## config.mk

```make
export PLATFORM = sky130hd
export DESIGN_NAME = mux_scan_ctrl
export DESIGN_NICKNAME = d
export VERILOG_FILES = /design/src/rtl/mux_pkg.sv /design/src/rtl/mux_next_ch.sv /design/src/rtl/mux_scan_ctrl.sv
export SDC_FILE = /design/constraint.sdc
export NUM_CORES = 1
export LEC_CHECK = 0
export CORE_MARGIN = 3
export CORE_UTILIZATION = 54
export DETAILED_ROUTE_END_ITERATION = 7
export PLACE_DENSITY = 0.75
export SKIP_LAST_GASP = 1
export SLEW_MARGIN = 20
export SYNTH_ARGS = -nofsm -noshare
export SYNTH_HDL_FRONTEND = slang
export SYNTH_SLANG_ARGS = --single-unit
```

## constraint.sdc

```tcl
create_clock -name clk -period 2.3 [get_ports clk]
set_input_delay 0.46 -clock clk [delete_from_list [all_inputs] [get_ports clk]]
set_output_delay 0.46 -clock clk [all_outputs]
set_load 0.01 [all_outputs]
```

## src/rtl/mux_pkg.sv

```systemverilog
// Shared types and constants for the 4:1 mux scan controller.
package mux_pkg;

  localparam int CH_NUM = 4;
  localparam int SEL_W  = 2;

  typedef enum logic [1:0] {
    ST_IDLE  = 2'd0,
    ST_DWELL = 2'd1,
    ST_DONE  = 2'd2
  } scan_state_t;

  typedef logic [SEL_W-1:0] sel_t;

endpackage

```

## src/rtl/mux_next_ch.sv

```systemverilog
// Combinational search for the next enabled channel strictly above idx,
// or the lowest enabled channel when from_start is set.
module mux_next_ch
  import mux_pkg::*;
(
  input  logic [CH_NUM-1:0] mask,
  input  sel_t              idx,
  input  logic              from_start,
  output sel_t              nxt,
  output logic              none
);

  // Scan from the top down so the lowest qualifying bit is the one that sticks.
  always_comb begin
    nxt  = '0;
    none = 1'b1;
    for (int i = CH_NUM - 1; i >= 0; i--) begin
      if (mask[i] && (from_start || (i > int'(idx)))) begin
        nxt  = sel_t'(i);
        none = 1'b0;
      end
    end
  end

endmodule

```

## src/rtl/mux_scan_ctrl.sv

```systemverilog
// Scan controller stepping a 4:1 analog mux through the enabled channels.
// Optional continuous scanning is enabled with MUX_SCAN_CONTINUOUS_EN.
module mux_scan_ctrl
  import mux_pkg::*;
#(
  parameter int DWELL_W = 8,
  parameter int CH_NUM  = 4
) (
  input  logic               clk,
  input  logic               rst,
  input  logic               start,
  input  logic [CH_NUM-1:0]  ch_mask,
  input  logic [DWELL_W-1:0] dwell,
`ifdef MUX_SCAN_CONTINUOUS_EN
  input  logic               cont,
`endif
  output logic               S0,
  output logic               S1,
  output logic               busy,
  output logic               sample_valid,
  output logic               done
);

  scan_state_t        state_q, state_d;
  logic [CH_NUM-1:0]  mask_q, mask_d;
  logic [DWELL_W-1:0] dwell_q, dwell_d;
  logic [DWELL_W-1:0] cnt_q, cnt_d;
  sel_t               ch_q, ch_d;

  sel_t               sel_d;
  logic               busy_d, sv_d, done_d;

  logic [CH_NUM-1:0]  first_mask;
  sel_t               first_ch, next_ch;
  logic               first_none, next_none;
  logic               last_hold;
  logic               wrap_ok;

  // In IDLE the first-channel search looks at the live mask being latched.
  assign first_mask = (state_q == ST_IDLE) ? ch_mask : mask_q;
  assign last_hold  = (cnt_q == dwell_q);

`ifdef MUX_SCAN_CONTINUOUS_EN
  assign wrap_ok = cont;
`else
  assign wrap_ok = 1'b0;
`endif

  mux_next_ch u_first (
    .mask       (first_mask),
    .idx        ('0),
    .from_start (1'b1),
    .nxt        (first_ch),
    .none       (first_none)
  );

  mux_next_ch u_next (
    .mask       (mask_q),
    .idx        (ch_q),
    .from_start (1'b0),
    .nxt        (next_ch),
    .none       (next_none)
  );

  always_comb begin
    state_d = state_q;
    mask_d  = mask_q;
    dwell_d = dwell_q;
    cnt_d   = cnt_q;
    ch_d    = ch_q;

    case (state_q)
      ST_IDLE: begin
        if (start) begin
          mask_d  = ch_mask;
          dwell_d = dwell;
          cnt_d   = '0;
          if (!first_none) begin
            state_d = ST_DWELL;
            ch_d    = first_ch;
          end else begin
            state_d = ST_DONE;
            ch_d    = '0;
          end
        end
      end

      ST_DWELL: begin
        if (last_hold) begin
          cnt_d = '0;
          if (!next_none) begin
            ch_d = next_ch;
          end else if (wrap_ok) begin
            ch_d = first_ch;
          end else begin
            state_d = ST_DONE;
            ch_d    = '0;
          end
        end else begin
          cnt_d = cnt_q + DWELL_W'(1);
        end
      end

      ST_DONE: begin
        state_d = ST_IDLE;
      end

      default: begin
        state_d = ST_IDLE;
      end
    endcase
  end

  // Outputs are computed from the next state so they can leave on flops.
  always_comb begin
    sel_d  = (state_d == ST_DWELL) ? ch_d : '0;
    busy_d = (state_d != ST_IDLE);
    done_d = (state_d == ST_DONE);
    sv_d   = (state_d == ST_DWELL) && (cnt_d == dwell_d);
  end

  always_ff @(posedge clk or posedge rst) begin
    if (rst) begin
      state_q      <= ST_IDLE;
      mask_q       <= '0;
      dwell_q      <= '0;
      cnt_q        <= '0;
      ch_q         <= '0;
      S0           <= 1'b0;
      S1           <= 1'b0;
      busy         <= 1'b0;
      sample_valid <= 1'b0;
      done         <= 1'b0;
    end else begin
      state_q      <= state_d;
      mask_q       <= mask_d;
      dwell_q      <= dwell_d;
      cnt_q        <= cnt_d;
      ch_q         <= ch_d;
      S0           <= sel_d[0];
      S1           <= sel_d[1];
      busy         <= busy_d;
      sample_valid <= sv_d;
      done         <= done_d;
    end
  end

endmodule

```

==> qor.yml, run 1 <==
ctsLongestPathBuffers: 2
post-place-ws_ns: -0.2874
final_common_cell: "dfrtp_1"
vias: 1274
fillerInstances: 198
start_util_pct: 59.67
fmax_mhz: 447.9
peakVddDrop_uv: 767.4
route.detailed.drc: 0
path_clk_slew_ns: 0.15
reg2reg_depth: 8
p_leak_nw: 0.8437
grt_pass1_vias: 1208
arrival_ns: 2.46
ff_latch_area_um2: 700.7
synth_nets: 168
ys_seq_area_share_pct: 44.94
power_density_nw_per_um2: 1173
ant_nets: 0
numPortBuffers: 19
postSynthCellCount: 152
setup_ws_ns: 0.06744
die-area_um2: 3568
skew_ns: 0.01290
max_cap_violations: 0
grt_max_degree: 29
hold_buffers: 0
max_slew_margin_pct: 74.07
timing.final.crit_share_pct: 97.07
tightest_slew_ns: 0.3885
multi_input_area_um2: 798.3
cts_tree: "yes"
path_cells: "clkdlybuf4s50_1, nor2_1, or2_1, nor2_8, buf_4, mux2_1, xnor2_1, and3_1, and4b_1"
setup.worst_path.start_class: "input pin"
pin_count: 20
period_minus_slack_ns: 2.233
root_buffer: "clkbuf_4"
fp-row-count: 18
setup-violations-final: 0
worstPathMaxFanout: 8
dr.pass1.iters: 4
cts_sinks: 28
hold_class: "input pin to async pin"
fp.dieW_um: 59.73
synth_edf_count: 0
area_growth_pct: 24.40
yosys_warnings: 0
ys_dominant_reg_cell: "dfrtp_1"
netlist_area_um2: 1559
insertion_delay_ns: 0.33
die_h_um: 59.73
avgSynthCellArea_um2: 10.26
drt_iter0_markers: 47
cpMaxStageDelayCell: "clkdlybuf4s50_1"
nNetsFinal: 208
finalMaxSlewViolations: 0
final_hold_viol_count: 0
gp_congestion: 0.8780
utilization_pct: 74.23
cts_made_buffers: 3
grt_usage_pct: 19.24
yosysUniqueCellTypes: 50
routed_via_density: 5.765
crit_path_end_kind: "register"
drive_gt1_share_pct: 20.42
h-tree-depth: 1
routedWlPerCell_um: 14.24
worst_ep_required_time_ns: 2.53
grt_antenna_before_repair: 0
synth.ff_latch_count: 28
dp_hpwl_um: 2410
grt_first_pass_wirelength_um: 5195
n_antenna_cell: 0
grt_overflow_total: 0
core-area_um2: 2613
routed_wl_um: 3148
cp_slowest_stage_delay_ns: 0.48
status: "completed"
async_flop_share_pct: 100.0
criticalPathCategory: "input pin to register"
final_cell_mix: "dfrtp_1 (28), nand2_1 (19), clkdlybuf4s50_1 (19), buf_4 (19), xnor2_1 (9)"
Yosys cell counts (4+ instances only):
cell type	n	share of area, %
inv_1	8	1.9
nor2_1	7	1.7
nand3_1	4	1.3
xnor2_1	9	5.1
a21oi_1	8	2.6
dfrtp_1	28	45
nand2_1	19	4.6
o21ai_0	6	1.9
o21ai_1	4	1.3
mux2_1	4	2.9
critical path, delay by kind of cell:
family | cells | cell delay, ns
xor+xnor | 1 | 0.13
buf+inv | 2 | 0.62
mux | 1 | 0.34
simple gates | 5 | 0.91
sequential cells by signal, summed over array words and instances (netlist names), 2 cells and up:
register and count:
ch_q 2, cnt_q 8, dwell_q 8, mask_q 3, state_q 2
repair_timing:
action | in CTS | in global routing
buffers inserted | 0 | 3
gates resized for setup | 0 | 1
endpoints found under the setup margin | 0 | 1
path summary, 6_finish.rpt:
kind                                            start                      to  slack [ns]
worst max-delay path                            start  sample_valid$_DFF_PP0_        0.07
worst min-delay path                              rst    state_q[0]$_DFF_PP0_        0.47
worst max register to register   state_q[0]$_DFF_PP0_  sample_valid$_DFF_PP0_        0.17
worst min register to register  mask_q[1]$_DFFE_PP0P_   mask_q[1]$_DFFE_PP0P_        0.57
max in group asynchronous                         rst    dwell_q[6]$_DFF_PP0_        1.56
min in group clk                mask_q[1]$_DFFE_PP0P_   mask_q[1]$_DFFE_PP0P_        0.57
metrics by stage:
stage	instance area [um^2]	instances	hold slack (ns)	setup TNS, ns	total power, mW
after floorplan	1559	152	0.5064	0	1.646
after global placement	1873	214	0.5271	-0.3959	1.960
after detailed placement	1873	214	0.5391	-0.5232	1.991
after CTS	1909	218	0.4839	0	2.238
after global routing	1939	221	0.5004	-0.004490	2.457
final	1939	221	0.4697	0	2.276
logic make-up after synthesis:
kind of cell / Yosys count / share of synthesized area (%)
AND/OR/NAND/NOR: 54 / 19.74
AO/OA/AOI/OAI: 35 / 15.33
multiplexers: 10 / 7.624
adder cells (fa/ha/maj): 1 / 0.8024
flip-flops: 28 / 44.94
XOR/XNOR: 12 / 7.224
buffers and inverters: 12 / 4.334
per-layer routing:
| metal | GRT usage, % | share of wire [%] | up-vias |
|---|---|---|---|
| li1 | - | - | 619 |
| met1 | 26.24 | 48 | 596 |
| met5 | 0 | 0 | - |
| met3 | 3.024 | 6.2 | 10 |
| met2 | 31.17 | 44 | 49 |
| met4 | 6.329 | 1.9 | 0 |
layout make-up:
type                       count  share of cell area [%]
clock buffer                   4                   1.871
inverter                       9                   1.742
multi-input combinational    112                   41.16
sequential                    28                   36.13
tap                           30                   1.935
timing repair buffer          38                   17.16
power breakdown:
group	total [mW]	internal, mW	switching [mW]
combinational	1.20	0.627	0.573
clock	0.239	0.0969	0.142
sequential	0.836	0.669	0.166
total	2.28	1.39	0.882
No activity file was read; power rests on OpenSTA's default activity.
==> inputs of run 2 (changes only) <==
--- a/config.mk
+++ b/config.mk
@@ -7,6 +7,7 @@
 export LEC_CHECK = 0
 export CORE_MARGIN = 3
 export CORE_UTILIZATION = 54
+export CTS_CLUSTER_DIAMETER = 100
 export DETAILED_ROUTE_END_ITERATION = 7
 export PLACE_DENSITY = 0.75
 export SKIP_LAST_GASP = 1
==> results of run 2 <==
No change in the layout: final DEF, timing and power equal those of run 1.
==> RTL change: new RTL, config.mk and constraints of run 1 <==
`SEL_W`: 2 -> 3.
--- a/src/rtl/mux_pkg.sv
+++ b/src/rtl/mux_pkg.sv
@@ -2,7 +2,7 @@
 package mux_pkg;
 
   localparam int CH_NUM = 4;
-  localparam int SEL_W  = 2;
+  localparam int SEL_W  = 3;
 
   typedef enum logic [1:0] {
     ST_IDLE  = 2'd0,
Function: no difference found for any inputs over 10 cycles, from zero or initial values and one cycle with rst high; that may be too few to reach the edited logic, so the function may still have changed.
==> RTL change against run 1 <==
Cell count fell by 3.6%. Sequential cell count did not move. Worst setup slack improved by 0.054 ns. Synthesized area fell by 0.32%. Wire length rose by 12%. Sequential power rose by 6.3%. Critical path depth fell by 2. Clock power rose by 3%. Cell area fell by 2.8%. Highest routed layer unchanged. Global-route usage rose by 3.3 points. Non-clock buffer count fell by 8. Largest cell class unchanged. Power rose by 2.6%.
==> RTL change: results (changes against run 1) <==
STA
  • Final Skew: 0.01302 ns (was 0.01290 ns)
  • Slew headroom: 69.13% (was 74.07%)
  • Fmax achieved: 459.1 MHz (was 447.9 MHz)

Clocking
  • Total CTS buffers: 3 (unchanged)

Cells and area
  • Layout Cells excl Fill: 213 (was 221)
  • Final-stage net count: 200 (was 208)
  • FILL cells: 205 (was 198)
  • N_diodes: 0 (unchanged)
  • Layout cell share with drive strength beyond 1: 16.94% (was 20.42%)
  • Area grow syn2layout: 21.34% (was 24.40%)

Logic synthesis
  • Most instantiated cells after synthesis: 28 x dfrtp_1, 16 x nand2_1, 12 x nor2_1, 10 x xor2_1, 9 x mux2_2 (was 28 x dfrtp_1, 19 x nand2_1, 9 x xnor2_1, 8 x a21oi_1, 8 x inv_1)
  • Cell variety after synth: 45 (was 50)
  • Sequential cell area fraction in the yosys report: 45.09% (was 44.94%)
  • Top cells by area, synth: dfrtp_1 45%, mux2_2 6.5%, xor2_1 5.6% (was dfrtp_1 45%, xnor2_1 5.1%, nand2_1 4.6%)
  • Mux share of post-synthesis cell area: 7.810% (was 7.624%)
  • Avg Cell Area, Syn: 10.29 um2 (was 10.26 um2)
  • Synth Area in XOR/XNOR: 7.810% (was 7.223%)
  • Synth Area in Compound Gates: 15.38% (was 15.33%)

GRT
  • First-pass GRT wire length: 5.996 mm (was 5.195 mm)
  • Vias in the first global route: 1280 (was 1208)
  • GRT Total Usage: 22.53% (was 19.24%)

Power and ir drop
  • Leakage: 0.8362 nW (was 0.8437 nW)
  • Seq. pwr: 0.889 mW (was 0.836 mW)
  • Clk pwr: 0.246 mW (was 0.239 mW)
  • Worst VDD drop: 0.001032 V (was 0.0007674 V)
  • Switching Share: 42.84% (was 38.75%)
  • Int Pwr: 1.335 mW (was 1.394 mW)

Status
  • Status: completed (unchanged)

Setup path
  • CP delay by family, top: compound AO/OA/AOI/OAI gates (was simple AND/OR/NAND/NOR gates)
  • Worst reg-to-reg setup slack: 0.12 ns (was 0.17 ns)
  • Crit path DAT: 2.42 ns (was 2.46 ns)
  • RR Startpoint: cnt_q[5] (was state_q[0])
  • Crit Path Category: reg2reg (was in2reg)
  • Crit-path slowest cell: dfrtp_1 (was clkdlybuf4s50_1)

Place
  • Setup WS pre-CTS: 0.06677 ns (was -0.2874 ns)
  • Gpl congestion: 0.8926 (was 0.8780)

Drt
  • DRT iter0 DRCs: 52 (was 47)
  • Total wire length: 3.537 mm (was 3.148 mm)
  • Vias per inst: 6.094 (was 5.765)
[RTL change: cell count changes in the layout (fill, tap and decap cells not counted), sizes merged, moves of 4 or more]
| cell | run 1 | this run |
|---|---|---|
| o211ai | 0 | 4 |
| nor4 | 0 | 5 |
| xor2 | 2 | 11 |
| a21oi | 8 | 2 |
| buf | 19 | 11 |
| xnor2 | 10 | 2 |
[RTL change: layout make-up]
class / instances / area share [%]
Sequential cell: 28 / 37.16
Clock buffer: 4 / 1.924
Timing Repair Buffer: 30 / 14.47
Inverter: 6 / 1.194
Tap cell: 30 / 1.991
Multi-Input combinational cell: 115 / 43.26
[RTL change: routing by layer]
layer	GRT usage, %	wire (um)	up-vias
met5	0	0	-
met4	8.861	108	0
met3	3.050	268	13
met2	36.27	1600	57
met1	30.56	1559	613
li1	-	-	615
[RTL change: logic make-up (layout without fill, tap and decap cells)]
| kind of cell | Yosys count | after routing |
|---|---|---|
| AND/OR/NAND/NOR | 56 | 56 |
| flip-flops | 28 | 28 |
| AO/OA/AOI/OAI | 34 | 34 |
| multiplexers | 11 | 11 |
| adder cells (fa/ha/maj) | 1 | 1 |
| buffers and inverters | 8 | 40 |
| XOR/XNOR | 13 | 13 |
[RTL change: how the worst min path moves through the flow]
stage | to | slack, ns | depth (start not counted) | startpoint
2_1_floorplan | mask_q[1] | 0.47 | 1 | mask_q[1]
3_3_place_gp | mask_q[1] | 0.48 | 1 | mask_q[1]
3_5_place_dp | mask_q[1] | 0.49 | 1 | mask_q[1]
4_1_cts | cnt_q[6] | 0.47 | 3 | rst
5_1_grt | cnt_q[6] | 0.49 | 3 | rst
6_report | cnt_q[6] | 0.45 | 3 | rst
[RTL change: what timing repair did]
action / in CTS / in global routing
setup buffers: 0 / 3
setup endpoints to repair: 0 / 2
resized for setup: 0 / 1
